[src/rtl/zpu_sd_bridge.sv]
// Bridge between the ZPU firmware I/O registers, the hps_io SD block interface and
// port B of the 512-byte sector buffer; also tracks image mount state for firmware.
module zpu_sd_bridge #(
    parameter logic [23:0] ACK_TIMEOUT = 24'd0
) (
    input  logic        clk_sys,
    input  logic        reset,
    input  logic        zpu_lba_sel,
    input  logic        zpu_block_rd,
    input  logic        zpu_block_wr,
    input  logic        zpu_io_wr,
    input  logic        zpu_data_wr,
    input  logic        zpu_data_rd,
    input  logic [31:0] zpu_wdata,
    output logic [7:0]  zpu_status,
    output logic [31:0] zpu_rdata,
    output logic        io_err,
    output logic [31:0] sd_lba,
    output logic        sd_rd,
    output logic        sd_wr,
    input  logic        sd_ack,
    output logic [8:0]  buf_addr,
    output logic [7:0]  buf_wdata,
    output logic        buf_we,
    input  logic [7:0]  buf_q,
    input  logic        img_mounted,
    input  logic [63:0] img_size,
    input  logic [7:0]  ioctl_index
);

    typedef enum logic [1:0] {IDLE, REQ, XFER} state_t;

    state_t      state, state_next;
    logic        data_wr_d1, data_wr_d2, data_rd_prev;
    logic        block_rd_prev, block_wr_prev, ack_prev, mount_prev;
    logic [23:0] wait_cnt;
    logic        readonly, mounted, io_done;
    logic [1:0]  filetype;
    logic [2:0]  fileno;
    logic [31:0] filesize;

    logic data_wr_evt, data_rd_fall, block_rd_rise, block_wr_rise, ack_fall, mount_rise;
    logic start_rd, start_wr, ack_seen, timeout_hit, xfer_done;

    // The write strobe is deliberately seen two cycles late; the other detectors act at once.
    assign data_wr_evt   = data_wr_d1 & ~data_wr_d2;
    assign data_rd_fall  = data_rd_prev & ~zpu_data_rd;
    assign block_rd_rise = zpu_block_rd & ~block_rd_prev;
    assign block_wr_rise = zpu_block_wr & ~block_wr_prev;
    assign ack_fall      = ack_prev & ~sd_ack;
    assign mount_rise    = img_mounted & ~mount_prev;

    assign zpu_status = {readonly, filetype, fileno, mounted, io_done};
    assign zpu_rdata  = zpu_lba_sel ? filesize : {24'd0, buf_q};

    logic unused_bits;
    assign unused_bits = ^{img_size[63:32], ioctl_index[5:0]};

    always_ff @(posedge clk_sys) begin
        if (reset) state <= IDLE;
        else       state <= state_next;
    end

    always_comb begin
        // NOTE: every output of this block gets a default first so no latch is inferred.
        state_next  = state;
        start_rd    = 1'b0;
        start_wr    = 1'b0;
        ack_seen    = 1'b0;
        timeout_hit = 1'b0;
        xfer_done   = 1'b0;
        case (state)
            IDLE: begin
                if (block_rd_rise) begin
                    start_rd   = 1'b1;
                    state_next = REQ;
                end else if (block_wr_rise) begin
                    start_wr   = 1'b1;
                    state_next = REQ;
                end
            end
            REQ: begin
                if (sd_ack) begin
                    ack_seen   = 1'b1;
                    state_next = XFER;
                end else if (ACK_TIMEOUT != 24'd0 && wait_cnt + 24'd1 == ACK_TIMEOUT) begin
                    timeout_hit = 1'b1;
                    state_next  = IDLE;
                end
            end
            XFER: begin
                if (ack_fall) begin
                    xfer_done  = 1'b1;
                    state_next = IDLE;
                end
            end
            default: state_next = IDLE;
        endcase
    end

    // NOTE: sequential state uses non-blocking assignments only, so every register sees pre-edge values.
    always_ff @(posedge clk_sys) begin
        if (reset) begin
            data_wr_d1    <= zpu_data_wr;
            data_wr_d2    <= zpu_data_wr;
            data_rd_prev  <= zpu_data_rd;
            block_rd_prev <= zpu_block_rd;
            block_wr_prev <= zpu_block_wr;
            ack_prev      <= sd_ack;
            mount_prev    <= img_mounted;
            sd_rd         <= 1'b0;
            sd_wr         <= 1'b0;
            buf_we        <= 1'b0;
            buf_wdata     <= 8'd0;
            io_err        <= 1'b0;
            buf_addr      <= 9'd0;
            sd_lba        <= 32'd0;
            wait_cnt      <= 24'd0;
            io_done       <= 1'b1;
            fileno        <= 3'd0;
            filetype      <= 2'd0;
            readonly      <= 1'b0;
            filesize      <= 32'd0;
            mounted       <= |img_size[31:0];
        end else begin
            data_wr_d1    <= zpu_data_wr;
            data_wr_d2    <= data_wr_d1;
            data_rd_prev  <= zpu_data_rd;
            block_rd_prev <= zpu_block_rd;
            block_wr_prev <= zpu_block_wr;
            ack_prev      <= sd_ack;
            mount_prev    <= img_mounted;

            buf_we <= data_wr_evt & ~zpu_lba_sel;
            if (data_wr_evt && !zpu_lba_sel) buf_wdata <= zpu_wdata[7:0];
            if (data_wr_evt && zpu_lba_sel)  sd_lba    <= zpu_wdata;

            // The address advances after the buffer write has used it; io_wr always wins.
            if (zpu_io_wr)                  buf_addr <= 9'd0;
            else if (buf_we || data_rd_fall) buf_addr <= buf_addr + 9'd1;

            if (state == REQ) wait_cnt <= wait_cnt + 24'd1;
            if (start_rd || start_wr) begin
                sd_rd    <= start_rd;
                sd_wr    <= start_wr;
                io_done  <= 1'b0;
                io_err   <= 1'b0;
                wait_cnt <= 24'd0;
            end
            if (ack_seen || timeout_hit) begin
                sd_rd <= 1'b0;
                sd_wr <= 1'b0;
            end
            if (timeout_hit) begin
                io_err  <= 1'b1;
                io_done <= 1'b1;
            end
            if (xfer_done) io_done <= 1'b1;

            if (mount_rise) begin
                fileno   <= 3'd0;
                filetype <= ioctl_index[7:6];
                readonly <= 1'b1;
                mounted  <= ~mounted;
                filesize <= img_size[31:0];
            end
        end
    end

endmodule

[config.mk]
export PLATFORM = sky130hd
export DESIGN_NAME = zpu_sd_bridge
export DESIGN_NICKNAME = d
export VERILOG_FILES = /design/src/rtl/zpu_sd_bridge.sv
export SDC_FILE = /design/constraint.sdc
export NUM_CORES = 1
export LEC_CHECK = 0
export BUFFER_PORTS_ARGS = -buffer_cell sky130_fd_sc_hd__buf_2
export CAP_MARGIN = 20
export CELL_PAD_IN_SITES_DETAIL_PLACEMENT = 1
export CELL_PAD_IN_SITES_GLOBAL_PLACEMENT = 2
export CORE_UTILIZATION = 25
export CTS_CLUSTER_DIAMETER = 200
export DETAILED_ROUTE_END_ITERATION = 16
export GPL_ROUTABILITY_DRIVEN = 0
export GPL_TIMING_DRIVEN = 0
export PLACE_DENSITY = 0.9
export SYNTH_ARGS = -nofsm -noshare
export SYNTH_HDL_FRONTEND = slang
export SYNTH_SLANG_ARGS = --single-unit
[constraint.sdc]
create_clock -name clk_sys -period 2.1 [get_ports clk_sys]
set_input_delay 0.21 -clock clk_sys [delete_from_list [all_inputs] [get_ports clk_sys]]
set_output_delay 0.21 -clock clk_sys [all_outputs]
set_load 0.03 [all_outputs]
==> impl_metrics.toml <==
[detailed_routing]
antenna_left = 0
first_iter_violations = 110
dr.pass1.iters = 4
routedWlPerCell_um = 14.3
vias = 3797
via_per_inst = 4.53
drc = 0
postRouteWirelength_mm = 12.0

[placement]
dpl.hpwl_mm = 9.39
dp_slack_ns = 0.359
port_buffers = 171
dp.cells = 818

[worst_setup_path]
required_ns = 2.38
cp_top_family = "buffers and inverters"
path_common_cell = "clkbuf_1"
arrival_ns = 1.96
crit_start = "img_mounted"
crit_chain = "dlygate4sd3_1 -> buf_2 -> nor2b_1 -> clkbuf_1 -> clkbuf_1 -> nand2_1 -> a21oi_1"
end_kind = "flop"
worst_path_max_delay_cell = "dlygate4sd3_1"
r2r_slack_ns = 0.64
startpoint_type = "primary input"
criticalPathCategory = "in2reg"
cpPeakStageDelay_ns = 0.53
cp_num_buf_inv = 4
reg2reg_from = "mount_prev"
critPathMaxFanout = 10

[grt]
grt_overflow = 0
antenna_found_initial = 0
grt_pass1_vias = 3914
grt_busiest_layer = "met2"
use_met1_pct = 18.1
grt_pass1_wl_mm = 19.4
grt.met2_usage_pct = 27.0
track_usage_pct = 15.5
grt_max_degree = 16
grt_util_met3_pct = 4.42

[die]
core_region_area_sq_um = 14800
fp.dieH_um = 126
initial_core_util_pct = 26.0
die_x_um = 126
dieArea_sq_um = 15800
ios = 215
num_rows = 44

[timing]
period_minus_slack_ns = 1.69
finalHoldViolations = 0
fin_ws_ns = 0.411
slew_headroom_pct = 62.3
rsz0062_at_grt = "no"
worstMarginPinSlew_ns = 0.561
fin_crit_sh_pct = 80.4
slew_violations = 0
setup_viol = 0
tns_ns = 0
finalClockSkew_ns = 0.00635
fmax_ghz = 0.592

[final_layout]
syn_to_final_growth_pct = 37.6
drive_gt1_share_pct = 33.6
fillers = 1844
final_cells = 839
nNetsFinal = 772

[cts]
insertion_delay_ns = 0.34
clk_pin_slew_ns = 0.07
cts_sinks = 98
cts_root_buf = "clkbuf_16"
h-tree-depth = 3
cts_tree = "yes"
ctsLongestPathBuffers = 2
postCtsSetupBuffers = 0
numCtsBuffers = 9

[synth]
synth_seq_cells = 98
ys_async_sr_fraction_pct = 0
avgSynthCellArea_sq_um = 8.33
synth_top_area_share_pct = 50.7
ys_seq_area_share_pct = 51.5
synth_edf_count = 1
synth_area_leaders = "dfxtp_1 51%, nand2_1 14%, a21oi_1 9.8%"
ys.flop_type = "dfxtp_1"
synth_top_area_cell = "dfxtp_1"
syn_inst = 460
yosys_warnings = 0
syn_area_sq_um = 3830
yosysUniqueCellTypes = 39

[power]
vdd_drop_max_v = 0.000398
power.leakage_nw = 2.38
p_per_area_nw_per_um2 = 794

[status]
status = "completed"

[min_path]
hold_start = "zpu_block_wr"
min_path_type = "in2reg"

[flow_run]
maxCapViolations = 0
-- path summary, 6_finish.rpt --
| kind | end | depth (start not counted) |
|---|---|---|
| setup reg to reg | filesize[26] | 5 |
| hold / removal | block_wr_prev | 1 |
| hold reg to reg | sd_wr | 2 |
| setup / recovery | filesize[26] | 7 |
-- final cells by class --
cell class / instances / area (sq um) / share of cell area [%]
clock inverters: 3 / 20.0 / 0.380
multi-input cells: 327 / 1690 / 32.0
well taps: 184 / 230 / 4.37
plain buffers: 37 / 179 / 3.39
repair buffers: 175 / 896 / 17.0
flip-flops and latches: 98 / 1970 / 37.4
inverters: 1 / 3.75 / 0.0712
diodes: 1 / 2.50 / 0.0475
clock buffers: 13 / 282 / 5.34
-- registers in the layout (all words and copies together) (netlist names) --
register       count
data_wr_d1         1
sd_rd              1
block_rd_prev      1
ack_prev           1
buf_wdata          8
mount_prev         1
readonly           1
io_done            1
buf_addr           9
filesize          32
mounted            1
data_wr_d2         1
filetype           2
sd_lba            32
buf_we             1
block_wr_prev      1
sd_wr              1
data_rd_prev       1
state              2
-- Yosys cell counts (2+ instances only) --
| library cell | instances |
|---|---|
| a21oi_1 | 75 |
| and2_1 | 24 |
| and3_1 | 2 |
| buf_1 | 2 |
| buf_2 | 11 |
| buf_4 | 7 |
| clkbuf_1 | 17 |
| dfxtp_1 | 97 |
| mux2_2 | 9 |
| mux2i_1 | 8 |
| nand2_1 | 140 |
| nand2b_1 | 2 |
| nor2_1 | 19 |
| nor2b_1 | 5 |
| nor4_1 | 7 |
| o2111ai_1 | 2 |
| o21ai_0 | 4 |
| or2_2 | 2 |
| or3_1 | 2 |
| xor2_1 | 6 |
-- metal layers --
layer / wire, um / vias up
met2: 5850 / 112
li1: - / 1876
met3: 688 / 14
met5: 0 / -
met4: 213 / 0
met1: 5280 / 1795
-- power breakdown --
part / switching, mW / total, mW / leakage [nW] / internal (mW)
registers: 0.0429 / 1.98 / 0.802 / 1.94
logic: 0.354 / 0.560 / 1.43 / 0.206
clock network: 0.707 / 1.65 / 0.143 / 0.939
total: 1.10 / 4.19 / 2.38 / 3.08
-- cells in the final DEF, fill, tap and decap left out, types with 4 or more instances in the layout --
cell / n
and2_1: 24
dfxtp_1: 97
mux2i_1: 8
buf_4: 7
nor2_1: 19
conb_1: 4
clkbuf_1: 18
a21oi_1: 75
nor2b_1: 5
dlygate4sd3_1: 4
nor4_1: 7
nand2_1: 140
buf_2: 182
xor2_1: 6
o21ai_0: 4
clkbuf_16: 10
mux2_2: 9
-- stage by stage --
step | area [sq um] | total power [mW] | hold slack, ns | util, %
final | 5270 | 4.19 | 0.0212 | 35.7
after global routing | 5270 | 4.37 | 0.00292 | 35.7
after CTS | 5270 | 4.26 | 0.00371 | 35.7
after detailed placement | 4930 | 2.59 | 0.327 | 33.4
after global placement | 4930 | 2.57 | 0.324 | 33.4
after floorplan | 3840 | 2.36 | 0.238 | -
-- timing repair --
| item | CTS | global route |
|---|---|---|
| hold endpoints to repair | 4 | 0 |
| gates resized for setup | 0 | 0 |
| hold buffers | 4 | 0 |
-- logic make-up after synthesis --
family,after synthesis,share of synthesized area (%)
other,1,0.0979
adder cells (fa/ha/maj),1,0.327
multiplexers,17,4.74
AO/OA/AOI/OAI,84,11.6
flip-flops,98,51.5
XOR/XNOR,6,1.37
buffers and inverters,38,4.77
AND/OR/NAND/NOR,215,25.6
Power figures use the tool's default switching activity.
